**src/rtl/dec_mac_arbiter_pkg.sv**
```systemverilog
`default_nettype none
// ============================================================================
// Module   : dec_mac_arbiter_pkg
// Purpose  : Shared widths and sym4 decomposition coefficients for the
//            wavelet decompose levels and the shared MAC arbiter.
// Contents : DEC_INTERNAL_WIDTH / DEC_COEF_WIDTH / DEC_COEF_FRAC,
//            pack_coefs() helper, SYM4_DEC_LO / SYM4_DEC_HI packed constants.
// Revision : 1.0 - initial release
// ============================================================================
package dec_mac_arbiter_pkg;

  localparam int DEC_INTERNAL_WIDTH = 48;  // Q25.23 samples
  localparam int DEC_COEF_WIDTH     = 25;
  localparam int DEC_COEF_FRAC      = 23;

  // Packs eight signed integer coefficients, tap k at [k*W +: W].
  function automatic logic [8*DEC_COEF_WIDTH-1:0] pack_coefs(
    input int c0, input int c1, input int c2, input int c3,
    input int c4, input int c5, input int c6, input int c7
  );
    int c [8];
    logic [8*DEC_COEF_WIDTH-1:0] p;
    c[0] = c0; c[1] = c1; c[2] = c2; c[3] = c3;
    c[4] = c4; c[5] = c5; c[6] = c6; c[7] = c7;
    p = '0;
    for (int k = 0; k < 8; k++) begin
      p[k*DEC_COEF_WIDTH +: DEC_COEF_WIDTH] = c[k][DEC_COEF_WIDTH-1:0];
    end
    return p;
  endfunction

  // sym4 analysis filters scaled by 2^23 and rounded to nearest.
  localparam logic [8*DEC_COEF_WIDTH-1:0] SYM4_DEC_LO = pack_coefs(
    -635569, -248601, 4174328, 6742249, 2498612, -832314, -105730, 270307);
  localparam logic [8*DEC_COEF_WIDTH-1:0] SYM4_DEC_HI = pack_coefs(
    -270307, -105730, 832314, 2498612, -6742249, 4174328, 248601, -635569);

endpackage
`default_nettype wire

```
**src/rtl/dec_mac_arbiter_mac8.sv**
```systemverilog
`default_nettype none
// ============================================================================
// Module   : dec_mac8
// Purpose  : 8-tap multiply / accumulate / truncate pipeline, 3 registered
//            stages, with a valid+id tag travelling alongside the data.
// Ports    : clk, rst          - clock, synchronous active-high reset
//            in_valid/in_id    - window strobe and requester tag
//            in_hi             - 1 selects DEC_HI, 0 selects DEC_LO
//            in_win            - 8 taps, tap k at [k*INTERNAL_WIDTH +: ...]
//            out_valid/out_id  - result strobe and tag (3 cycles later)
//            out_data          - truncated Q25.23 result, held when idle
//            busy              - any stage holds a valid window
// Revision : 1.0 - initial release
// ============================================================================
module dec_mac8 import dec_mac_arbiter_pkg::*; #(
  parameter int INTERNAL_WIDTH = DEC_INTERNAL_WIDTH,
  parameter int COEF_WIDTH     = DEC_COEF_WIDTH,
  parameter int COEF_FRAC      = DEC_COEF_FRAC,
  parameter logic [8*COEF_WIDTH-1:0] DEC_LO = '0,
  parameter logic [8*COEF_WIDTH-1:0] DEC_HI = '0,
  parameter int ID_WIDTH       = 2
) (
  input  logic                        clk,
  input  logic                        rst,
  input  logic                        in_valid,
  input  logic [ID_WIDTH-1:0]         in_id,
  input  logic                        in_hi,
  input  logic [8*INTERNAL_WIDTH-1:0] in_win,
  output logic                        out_valid,
  output logic [ID_WIDTH-1:0]         out_id,
  output logic [INTERNAL_WIDTH-1:0]   out_data,
  output logic                        busy
);

  localparam int PW = INTERNAL_WIDTH + COEF_WIDTH;      // product width
  localparam int SW = INTERNAL_WIDTH + COEF_WIDTH + 3;  // sum of 8 products

  logic signed [INTERNAL_WIDTH-1:0] tap_w  [8];
  logic signed [COEF_WIDTH-1:0]     coef_w [8];

  logic signed [PW-1:0]       prod_d [8];
  logic signed [PW-1:0]       prod_q [8];
  logic signed [SW-1:0]       sum_d, sum_q;
  logic [INTERNAL_WIDTH-1:0]  data_d, data_q;
  logic [2:0]                 vld_d, vld_q;
  logic [2:0][ID_WIDTH-1:0]   id_d, id_q;
  logic                       sum_unused;

  for (genvar k = 0; k < 8; k++) begin : g_tap
    assign tap_w[k]  = in_win[k*INTERNAL_WIDTH +: INTERNAL_WIDTH];
    assign coef_w[k] = in_hi ? DEC_HI[k*COEF_WIDTH +: COEF_WIDTH]
                             : DEC_LO[k*COEF_WIDTH +: COEF_WIDTH];
  end

  always_comb begin
    // Data stages only move when their tag is valid, so the output
    // register naturally holds its last result between strobes.
    for (int k = 0; k < 8; k++) begin
      prod_d[k] = in_valid ? PW'(tap_w[k]) * PW'(coef_w[k]) : prod_q[k];
    end
    sum_d = sum_q;
    if (vld_q[0]) begin
      sum_d = '0;
      for (int k = 0; k < 8; k++) begin
        sum_d = sum_d + SW'(prod_q[k]);
      end
    end
    data_d = vld_q[1] ? sum_q[COEF_FRAC+INTERNAL_WIDTH-1:COEF_FRAC] : data_q;
    vld_d  = {vld_q[1:0], in_valid};
    id_d   = {id_q[1:0], in_id};
    if (!vld_q[1]) id_d[2] = id_q[2];
  end

  // Integer headroom and fraction bits below the result are dropped.
  assign sum_unused = ^{sum_q[SW-1:COEF_FRAC+INTERNAL_WIDTH], sum_q[COEF_FRAC-1:0]};

  always_ff @(posedge clk) begin
    if (rst) begin
      for (int k = 0; k < 8; k++) prod_q[k] <= '0;
      sum_q  <= '0;
      data_q <= '0;
      vld_q  <= '0;
      id_q   <= '0;
    end else begin
      for (int k = 0; k < 8; k++) prod_q[k] <= prod_d[k];
      sum_q  <= sum_d;
      data_q <= data_d;
      vld_q  <= vld_d;
      id_q   <= id_d;
    end
  end

  assign out_valid = vld_q[2];
  assign out_id    = id_q[2];
  assign out_data  = data_q;
  assign busy      = |vld_q;

endmodule
`default_nettype wire

```
**src/rtl/dec_mac_arbiter.sv**
```systemverilog
`default_nettype none
// ============================================================================
// Module   : dec_mac_arbiter
// Purpose  : Round-robin arbiter sharing one dec_mac8 engine among NUM_REQ
//            decomposition-level requesters; one window granted per cycle.
// Ports    : clk, rst              - clock, synchronous active-high reset
//            req_valid/req_ready   - per-requester handshake (ready is comb.)
//            req_win/req_hi        - per-requester window and filter select
//            req_mask              - per-requester enable
//            rsp_valid/id/data     - result strobe, requester tag, result
//            busy                  - any window in flight
//            grant_cnt             - saturating per-requester grant counters
// Revision : 1.0 - initial release
// ============================================================================
module dec_mac_arbiter import dec_mac_arbiter_pkg::*; #(
  parameter int NUM_REQ        = 4,
  parameter int INTERNAL_WIDTH = DEC_INTERNAL_WIDTH,
  parameter int COEF_WIDTH     = DEC_COEF_WIDTH,
  parameter int COEF_FRAC      = DEC_COEF_FRAC,
  parameter logic [8*COEF_WIDTH-1:0] DEC_LO = '0,
  parameter logic [8*COEF_WIDTH-1:0] DEC_HI = '0,
  parameter int CNT_WIDTH      = 16
) (
  input  logic                                clk,
  input  logic                                rst,
  input  logic [NUM_REQ-1:0]                  req_valid,
  output logic [NUM_REQ-1:0]                  req_ready,
  input  logic [NUM_REQ*8*INTERNAL_WIDTH-1:0] req_win,
  input  logic [NUM_REQ-1:0]                  req_hi,
  input  logic [NUM_REQ-1:0]                  req_mask,
  output logic                                rsp_valid,
  output logic [$clog2(NUM_REQ)-1:0]          rsp_id,
  output logic [INTERNAL_WIDTH-1:0]           rsp_data,
  output logic                                busy,
  output logic [NUM_REQ*CNT_WIDTH-1:0]        grant_cnt
);

  localparam int ID_WIDTH = $clog2(NUM_REQ);

  logic [NUM_REQ-1:0]                 elig_w, grant_w;
  logic                               grant_any_w;
  logic [ID_WIDTH-1:0]                grant_idx_w;
  logic [ID_WIDTH:0]                  cand_w;
  logic [8*INTERNAL_WIDTH-1:0]        win_w;
  logic                               hi_w;
  logic [ID_WIDTH-1:0]                rr_ptr_d, rr_ptr_q;
  logic [NUM_REQ-1:0][CNT_WIDTH-1:0]  cnt_d, cnt_q;

  // First eligible index at or above rr_ptr, wrapping. cand_w carries one
  // extra bit so the wrap works for non-power-of-two NUM_REQ.
  always_comb begin
    elig_w      = req_valid & req_mask & {NUM_REQ{~rst}};
    grant_w     = '0;
    grant_any_w = 1'b0;
    grant_idx_w = '0;
    cand_w      = '0;
    for (int off = 0; off < NUM_REQ; off++) begin
      cand_w = {1'b0, rr_ptr_q} + (ID_WIDTH+1)'(off);
      if (cand_w >= (ID_WIDTH+1)'(NUM_REQ)) cand_w = cand_w - (ID_WIDTH+1)'(NUM_REQ);
      if (!grant_any_w && elig_w[cand_w[ID_WIDTH-1:0]]) begin
        grant_any_w = 1'b1;
        grant_idx_w = cand_w[ID_WIDTH-1:0];
        grant_w[cand_w[ID_WIDTH-1:0]] = 1'b1;
      end
    end
  end

  always_comb begin
    win_w = '0;
    for (int i = 0; i < NUM_REQ; i++) begin
      if (grant_w[i]) win_w = req_win[i*8*INTERNAL_WIDTH +: 8*INTERNAL_WIDTH];
    end
    hi_w = |(req_hi & grant_w);

    rr_ptr_d = rr_ptr_q;
    if (grant_any_w) begin
      rr_ptr_d = (grant_idx_w == ID_WIDTH'(NUM_REQ-1)) ? '0
                                                        : grant_idx_w + ID_WIDTH'(1);
    end

    cnt_d = cnt_q;
    for (int i = 0; i < NUM_REQ; i++) begin
      if (grant_w[i] && !(&cnt_q[i])) cnt_d[i] = cnt_q[i] + CNT_WIDTH'(1);
    end
  end

  always_ff @(posedge clk) begin
    if (rst) begin
      rr_ptr_q <= '0;
      cnt_q    <= '0;
    end else begin
      rr_ptr_q <= rr_ptr_d;
      cnt_q    <= cnt_d;
    end
  end

  assign req_ready = grant_w;
  assign grant_cnt = cnt_q;

  dec_mac8 #(
    .INTERNAL_WIDTH (INTERNAL_WIDTH),
    .COEF_WIDTH     (COEF_WIDTH),
    .COEF_FRAC      (COEF_FRAC),
    .DEC_LO         (DEC_LO),
    .DEC_HI         (DEC_HI),
    .ID_WIDTH       (ID_WIDTH)
  ) u_mac (
    .clk       (clk),
    .rst       (rst),
    .in_valid  (grant_any_w),
    .in_id     (grant_idx_w),
    .in_hi     (hi_w),
    .in_win    (win_w),
    .out_valid (rsp_valid),
    .out_id    (rsp_id),
    .out_data  (rsp_data),
    .busy      (busy)
  );

endmodule
`default_nettype wire

```
**config.mk**
```make
export PLATFORM = sky130hd
export DESIGN_NAME = dec_mac_arbiter
export DESIGN_NICKNAME = d
export VERILOG_FILES = /design/src/rtl/dec_mac_arbiter_pkg.sv /design/src/rtl/dec_mac_arbiter_mac8.sv /design/src/rtl/dec_mac_arbiter.sv
export SDC_FILE = /design/constraint.sdc
export NUM_CORES = 1
export LEC_CHECK = 0
export ABC_AREA = 1
export BUFFER_PORTS_ARGS = -buffer_cell sky130_fd_sc_hd__buf_4
export CAP_MARGIN = 20
export CORE_AREA = 4 4 657 659
export DETAILED_ROUTE_END_ITERATION = 16
export DIE_AREA = 0 0 661 663
export GPL_ROUTABILITY_DRIVEN = 0
export PLACE_DENSITY_LB_ADDON = 0.1
export SLEW_MARGIN = 10
export SYNTH_ARGS = -nofsm -noshare
export SYNTH_HDL_FRONTEND = slang
export SYNTH_SLANG_ARGS = --single-unit
```
**constraint.sdc**
```tcl
create_clock -name clk -period 3 [get_ports clk]
set_input_delay 0.15 -clock clk [delete_from_list [all_inputs] [get_ports clk]]
set_output_delay 0.15 -clock clk [all_outputs]
set_load 0.05 [all_outputs]
```
==> flow_metrics.tcl, run 1 <==
set metrics [dict create \
    synth_commonest_cells "sky130_fd_sc_hd__nand2_1 (129), sky130_fd_sc_hd__dfxtp_1 (75), sky130_fd_sc_hd__nand3_1 (68), sky130_fd_sc_hd__nor2_1 (62), sky130_fd_sc_hd__a21oi_1 (57)" \
    run_status "complete, no violations" \
    htree_levels 3 \
    post-synth-top-area-cell "sky130_fd_sc_hd__dfxtp_1" \
    clock-sinks 75 \
    cts_tree "yes" \
    grt-ovfl-total 0 \
    worst_hold_slack_ns 0.0473 \
    layout_stage_area_growth_over_the_synthesis_result_pct 159 \
    most_common_cell_in_the_netlist "sky130_fd_sc_hd__nand2_1" \
    cts.reportedPaths.clkPinSlew_ns 0.09 \
    clock_insertion_delay_worst_skew_ns 0.42 \
    netlist.area_leader.share_pct 29.8 \
    cellInternalPower_w 0.00257 \
    io_pins 1670 \
    initial_drc_count 188 \
    worstHoldPathType "input port to flip-flop" \
    dieWidth_um 661 \
    final_layout_size_suffix_gt1_share_pct 23.6 \
    fin_setup_tns_ns 0 \
    synthCells 696 \
    buffer_ports.inserted 81 \
    synth.ff_latch_count 75 \
    die_area_um2 438000 \
    finalCriticalPeriod_ns 2.77 \
    combinationalPowerShare_pct 53.7 \
    p_per_area_nw_per_um2 416 \
    switchingPower_w 0.00286 \
    synth.yosys.seq_area_share_pct 29.8 \
    unrepaired_setup_endpoints_after_global_routing "true" \
    critical-path-slowest-cell "sky130_fd_sc_hd__dfxtp_1" \
    nets 2362 \
    tightest_slew_ns 0.539 \
    share_clk_of_total_power_pct 24.1 \
    slew_violations 0 \
    number_of_hold_violations_in_the_final_report 0 \
    groute.usage.overall_pct 1.62 \
    vias 4696 \
    path_buf_inv 5 \
    antenna_found_initial 4 \
    worst_ep_required_time_ns 2.85 \
    ys_types 33 \
    detail_route.drc_violations 0 \
    synth-edff-count 0 \
    classification_of_the_worst_setup_path "flip-flop to output pin" \
    maxSlewHeadroom_pct 64.0 \
    core_area_um2 426000 \
    vias_per_cell 0.723 \
    antenna_left 0 \
    critical_path_s_top_delay_family "simple AND/OR/NAND/NOR gates" \
    leakage_component_of_the_power_nw 2.53 \
    seqPwrFrac_pct 22.2 \
    path_cells "inv_2 > ha_1 > inv_1 > nand3_1 > nand2_4 > inv_2 > nor2_4 > nand2_4 > nor2_8 > nand2_2 > nand3_4 > buf_12 > buf_8" \
    initial_core_util_pct 1.18 \
    critical_path.max_stage_delay_ns 0.35 \
    worst_ep_arrival_time_ns 2.62 \
    largest_net_degree_at_the_start_of_global_routing 30 \
    ys.flop_type "sky130_fd_sc_hd__dfxtp_1" \
    dp_hpwl_um 29000 \
    power.share.switching_pct 52.7 \
    peakVddDrop_mv 0.318 \
    synth-warning-count 0 \
    setup_viol 0 \
    cts_max_path_buffers 2 \
    detail_route.wl_per_cell_um 5.39 \
    drv_cap 0 \
    placed_cells_incl_taps 6462 \
    die-height_um 663 \
    worst_setup_path_end_kind "output pin" \
    avgSynthCellArea_um2 7.24 \
    rows 240 \
    grt_first_pass_wirelength_um 46200 \
    timing.final.crit_share_pct 92.5 \
    startpoint_type "flip-flop" \
    wl_um 35000 \
    dr.pass1.iters 4 \
    first_global_vias 4946 \
    numCtsBuffers 9 \
    clk_root_buf "sky130_fd_sc_hd__clkbuf_16" \
    critPathMaxFanout 15 \
    synthesis.area_um2 5040 \
    asyncSetResetFlopFracSynth_pct 0 \
    finalNonFillerCells 6493 \
    synth_area_leaders "sky130_fd_sc_hd__dfxtp_1 (30%), sky130_fd_sc_hd__nand2_1 (9.6%), sky130_fd_sc_hd__buf_4 (7.6%), sky130_fd_sc_hd__nand3_1 (6.8%), sky130_fd_sc_hd__xor2_1 (6.3%)" \
    cts_hold_repair.buffers 0 \
    fmax_mhz 360 \
    timing.clock.skew_ns 0.0173 \
]
## metal layers
metal	GRT usage (%)	share of wire [%]
met5	0	0
met4	0.430	1.1
met3	0.593	5.6
met2	3.01	54
met1	1.70	39
## worst register-to-register path: stages (launching register included)
cell                      delay, ns
sky130_fd_sc_hd__dfxtp_1       0.35
sky130_fd_sc_hd__inv_2         0.04
sky130_fd_sc_hd__ha_1          0.35
sky130_fd_sc_hd__inv_1         0.12
sky130_fd_sc_hd__nand3_1       0.13
sky130_fd_sc_hd__nand2_4       0.13
sky130_fd_sc_hd__inv_2         0.06
sky130_fd_sc_hd__nor2_4        0.10
sky130_fd_sc_hd__nand2_4       0.08
sky130_fd_sc_hd__nor2_8        0.16
sky130_fd_sc_hd__nand2_2       0.09
sky130_fd_sc_hd__nand3_4       0.16
sky130_fd_sc_hd__nand2_2       0.24
sky130_fd_sc_hd__buf_4         0.24
sky130_fd_sc_hd__nand2_1       0.06
sky130_fd_sc_hd__a21oi_1       0.06
## placed cells by master (no fill, tap or decap), types with 5 or more instances in the layout
cell / synthesis / final
sky130_fd_sc_hd__ha_1: 12 / 12
sky130_fd_sc_hd__nor3_1: 21 / 21
sky130_fd_sc_hd__dfxtp_1: 75 / 75
sky130_fd_sc_hd__nand3_1: 68 / 68
sky130_fd_sc_hd__inv_1: 54 / 54
sky130_fd_sc_hd__nand2_1: 129 / 129
sky130_fd_sc_hd__xnor2_1: 17 / 17
sky130_fd_sc_hd__buf_4: 51 / 110
sky130_fd_sc_hd__nand2_4: 5 / 6
sky130_fd_sc_hd__xor2_1: 36 / 36
sky130_fd_sc_hd__nand2_2: 12 / 11
sky130_fd_sc_hd__conb_1: 1 / 48
sky130_fd_sc_hd__clkbuf_16: 0 / 9
sky130_fd_sc_hd__nor2_1: 62 / 62
sky130_fd_sc_hd__nand3_2: 21 / 21
sky130_fd_sc_hd__a21oi_1: 57 / 57
sky130_fd_sc_hd__nand4_1: 11 / 11
sky130_fd_sc_hd__inv_2: 7 / 7
sky130_fd_sc_hd__nor4_1: 5 / 5
sky130_fd_sc_hd__o21ai_0: 15 / 15
## final timing paths
| path | from | to | slack (ns) | cells after the start |
|---|---|---|---|---|
| worst max-delay path | flip-flop | req_ready[3] | 0.23 | 13 |
| worst min-delay path | rst | u_mac.id_q[2] | 0.05 | 2 |
| worst max register to register | flip-flop | grant_cnt[27] | 0.49 | 15 |
| worst min register to register | u_mac.id_d[3] | u_mac.id_q[3] | 0.43 | 2 |
## logic make-up after synthesis
kind of cell / after synthesis / synth area share (%)
AO/OA/AOI/OAI: 78 / 8.40
XOR/XNOR: 53 / 9.22
adder cells (fa/ha/maj): 12 / 2.98
other: 1 / 0.0745
AND/OR/NAND/NOR: 344 / 34.4
flip-flops: 75 / 29.8
buffers and inverters: 133 / 15.1
## flip-flops by register name, indices dropped and copies added, names as in the netlist, named ones only
name,count
rr_ptr_q,1
grant_cnt,64
u_mac.id_q,2
u_mac.id_d,2
u_mac.out_id,2
u_mac.vld_q,3
## repair_timing
item	in CTS	in global routing
buffers inserted	0	14
resized for setup	8	8
setup endpoints to repair	4	4
cloned	0	0
## power groups by stage
stage	Clock (W)	Sequential, W	Combinational, W
2_1_floorplan	0	0.00141	0.00159
3_3_place_gp	0	0.00124	0.00288
3_5_place_dp	0	0.00124	0.00280
4_1_cts	0.00149	0.00121	0.00287
5_1_grt	0.00148	0.00123	0.00326
6_report	0.00131	0.00120	0.00292
## cell type report
cell class | instances | area, µm²
antenna | 1 | 2.50
clock buffer | 9 | 225
clock inverter | 7 | 65.1
fill | 50800 | 413000
inverter | 61 | 229
multi-input combinational | 535 | 2960
sequential | 75 | 1500
tap | 5687 | 7120
timing repair buffer | 118 | 946
## stage by stage
step	power [W]	utilization [%]	setup slack, ns	instance area [µm²]
floorplan	0.00300	-	0.652	5210
global placement	0.00412	2.95	0.327	12600
detailed placement	0.00403	2.95	0.388	12600
CTS	0.00558	3.03	0.0164	12900
global route	0.00596	3.06	-0.0215	13000
finish	0.00543	3.06	0.226	13000
No activity file was read; power rests on OpenSTA's default activity.
==> inputs of run 2 (changes only) <==
--- a/config.mk
+++ b/config.mk
@@ -5,12 +5,11 @@
 export SDC_FILE = /design/constraint.sdc
 export NUM_CORES = 1
 export LEC_CHECK = 0
-export ABC_AREA = 1
 export BUFFER_PORTS_ARGS = -buffer_cell sky130_fd_sc_hd__buf_4
 export CAP_MARGIN = 20
-export CORE_AREA = 4 4 657 659
+export CORE_AREA = 4 4 639 641
 export DETAILED_ROUTE_END_ITERATION = 16
-export DIE_AREA = 0 0 661 663
+export DIE_AREA = 0 0 643 645
 export GPL_ROUTABILITY_DRIVEN = 0
 export PLACE_DENSITY_LB_ADDON = 0.1
 export SLEW_MARGIN = 10
==> run 2 against run 1 <==
  * Clock power about the same
  * Final cell count decreased by 8.3%
  * Critical path type is now flip-flop to flip-flop
  * Global-route usage decreased by 0.072 points
  * Clock skew up 0.0063 ns
  * Die area down 5.4%
  * First-iteration DRC count is the same
  * Sequential power shrank 12%
  * Register-to-register slack worse by 0.28 ns
==> flow_metrics.tcl, run 2 <==
set metrics [dict create \
    run_status "complete, no violations" \
    vias_per_cell 0.730 \
    cellInternalPower_w 0.00190 \
    wl_um 32000 \
    layout.cells.most_common_list "sky130_fd_sc_hd__buf_4 (128), sky130_fd_sc_hd__dfxtp_1 (74), sky130_fd_sc_hd__a21oi_1 (49)" \
    post-synth-top-area-cell "sky130_fd_sc_hd__dfxtp_1" \
    startpoint_type "flip-flop" \
    fmax_mhz 358 \
    critical-path-slowest-cell "sky130_fd_sc_hd__or4_1" \
    worst_ep_arrival_time_ns 3.14 \
    synth.yosys.seq_area_share_pct 33.4 \
    classification_of_the_worst_setup_path "flip-flop to flip-flop" \
    peakVddDrop_mv 0.216 \
    numCtsBuffers 9 \
    final_design_area_no_fill_um2 12300 \
    groute.usage.overall_pct 1.55 \
    vias 4342 \
    setup_viol 0 \
    clk_root_buf "sky130_fd_sc_hd__clkbuf_16" \
    buffer_ports.inserted 81 \
    cts.reportedPaths.clkPinSlew_ns 0.10 \
    number_of_cells_on_the_worst_hold_path 3 \
    share_clk_of_total_power_pct 40.5 \
    hold_start "rst" \
    antenna_found_initial 9 \
    critical_path.max_stage_delay_ns 0.40 \
    largest_net_degree_at_the_start_of_global_routing 47 \
    initial_core_util_pct 1.12 \
    placedInstanceArea_um2 11900 \
    synth_area_leaders "sky130_fd_sc_hd__dfxtp_1 (33%), sky130_fd_sc_hd__buf_4 (8.8%), sky130_fd_sc_hd__a21oi_1 (5.5%), sky130_fd_sc_hd__nand3_1 (4.5%), sky130_fd_sc_hd__o31ai_1 (3.8%)" \
    seqPwrFrac_pct 32.2 \
    avgSynthCellArea_um2 8.46 \
    ys.flop_type "sky130_fd_sc_hd__dfxtp_1" \
    detail_route.wl_per_cell_um 5.38 \
    core_area_um2 402000 \
    antenna_left 0 \
    timing.final.crit_share_pct 93.1 \
    synth.ff_latch_count 75 \
    ys_types 64 \
    worst_setup_path_end_kind "flip-flop" \
    detail_route.drc_violations 0 \
    netlist.area_leader.share_pct 33.4 \
    leakage_component_of_the_power_nw 2.35 \
    largest_register_ff_count 64 \
    worstHoldPathType "input port to flip-flop" \
    tightest_slew_ns 0.845 \
    drv_cap 0 \
    synth-edff-count 0 \
    initial_drc_count 188 \
    p_per_area_nw_per_um2 268 \
    nets 2220 \
    unrepaired_setup_endpoints_after_global_routing "false" \
    dieWidth_um 643 \
    wirelength_met1_um 11700 \
    critPathMaxFanout 13 \
    die-height_um 645 \
    rows 233 \
    combinationalPowerShare_pct 27.3 \
    r2r-end "grant_cnt[5]" \
    asyncSetResetFlopFracSynth_pct 0 \
    finalNonFillerCells 5952 \
    synth_commonest_cells "sky130_fd_sc_hd__dfxtp_1 (75), sky130_fd_sc_hd__buf_4 (53), sky130_fd_sc_hd__a21oi_1 (49), sky130_fd_sc_hd__nand3_1 (40), sky130_fd_sc_hd__nand2_1 (37)" \
    clock_insertion_delay_worst_skew_ns 0.42 \
    dr.pass1.iters 4 \
    path_buf_inv 5 \
    io_pins 1670 \
    most_common_cell_in_the_netlist "sky130_fd_sc_hd__dfxtp_1" \
    r2r_setup_slack_ns 0.21 \
    final.fill_count 48000 \
    timing.clock.skew_ns 0.0236 \
    routed-wl-met2_um 17500 \
    first_global_vias 4461 \
    r2r.worst_path.cells 12 \
    number_of_hold_violations_in_the_final_report 0 \
    most_common_library_cell_in_the_layout_ignoring_fill_and_taps "sky130_fd_sc_hd__buf_4" \
    final_layout_size_suffix_gt1_share_pct 28.8 \
    cts_max_path_buffers 2 \
    cts_tree "yes" \
    slew_violations 0 \
    fin_setup_tns_ns 0 \
    synth-warning-count 0 \
    die_area_um2 415000 \
    routed-wl-met3_um 2350 \
    grt_first_pass_wirelength_um 42100 \
    power.share.switching_pct 42.1 \
    top_signal_layer_used "met5" \
    maxSlewHeadroom_pct 43.7 \
    finalCriticalPeriod_ns 2.79 \
    path_cells "inv_1 > ha_1 > inv_1 > a211o_1 > a2bb2oi_4 > buf_4 > nor3b_4 > buf_6 > o21ai_2 > buf_4 > or4_1 > a21oi_1" \
    clock-sinks 75 \
    dp_hpwl_um 26400 \
    switchingPower_w 0.00138 \
    layout_stage_area_growth_over_the_synthesis_result_pct 173 \
    synthCells 532 \
    grt-ovfl-total 0 \
    critical_path_s_top_delay_family "compound AO/OA/AOI/OAI gates" \
    placed_cells_incl_taps 5933 \
    synthesis.area_um2 4500 \
    p_total_w 0.00328 \
    htree_levels 3 \
    worstHoldEndpoint "grant_cnt[16]" \
    worst_ep_required_time_ns 3.35 \
]
-- run 2: what timing repair did --
action                                  in CTS  in global routing
endpoints found under the setup margin      12                  7
hold buffers                                 0                  0
buffers inserted                             1                  0
pin swaps                                    3                  1
resized for setup                            8                 10
-- run 2: layout make-up --
type	instances	area, µm²	share of cell area, %
Tap cell	5287	6620	53.9
Multi-Input combinational cell	420	2680	21.9
Sequential cell	75	1500	12.2
Timing Repair Buffer	138	1130	9.17
Clock buffer	9	225	1.83
Clock inverter	7	65.1	0.530
Inverter	14	52.6	0.428
Antenna cell	2	5.00	0.0408
-- run 2: layer usage --
layer,vias up,global-route usage (%)
li1,2161,-
met1,2076,1.52
met2,79,2.92
met3,24,0.686
met4,2,0.432
met5,-,0
-- run 2: per-stage QoR --
step | utilization, % | setup slack (ns) | hold WS, ns
global placement | 2.96 | -0.110 | 0.458
floorplan | - | 0.0810 | 0.414
CTS | 3.04 | -0.0220 | 0.235
global route | 3.05 | 0.0104 | 0.286
detailed placement | 2.96 | -0.134 | 0.456
finish | 3.05 | 0.206 | 0.281
-- run 2: logic make-up (layout without fill, tap and decap cells) --
group | after synthesis | count (layout) | synth area share [%]
AND/OR/NAND/NOR | 196 | 196 | 24.5
buffers and inverters | 84 | 168 | 12.3
multiplexers | 7 | 7 | 1.64
flip-flops | 75 | 75 | 33.4
adder cells (fa/ha/maj) | 12 | 12 | 3.34
other | 1 | 50 | 0.0834
AO/OA/AOI/OAI | 153 | 153 | 24.0
XOR/XNOR | 4 | 4 | 0.779
-- run 2: worst max-delay path by stage --
| stage | endpoint | start | depth (start not counted) | slack, ns |
|---|---|---|---|---|
| floorplan | grant_cnt[30] | flip-flop | 12 | 0.08 |
| global placement | grant_cnt[5] | flip-flop | 12 | -0.11 |
| detailed placement | grant_cnt[9] | flip-flop | 12 | -0.13 |
| CTS | req_ready[0] | flip-flop | 10 | -0.02 |
| global route | grant_cnt[9] | flip-flop | 12 | 0.01 |
| finish | grant_cnt[5] | flip-flop | 12 | 0.21 |
-- run 2: power groups by stage --
stage | clock network (W) | registers, W | logic [W]
global route | 0.00152 | 0.00107 | 0.000976
floorplan | 0 | 0.00112 | 0.000526
global placement | 0 | 0.00108 | 0.000921
detailed placement | 0 | 0.00108 | 0.000912
CTS | 0.00156 | 0.00106 | 0.000925
finish | 0.00133 | 0.00106 | 0.000896
-- run 2: worst register-to-register path, delay by kind of cell, from the launching register on --
family | cells | cell delay, ns
DFF | 1 | 0.36
buffers and inverters | 5 | 0.70
AOI/OAI and AO/OA | 4 | 0.71
and+or+nand+nor | 2 | 0.68
adders and majority gates | 1 | 0.30
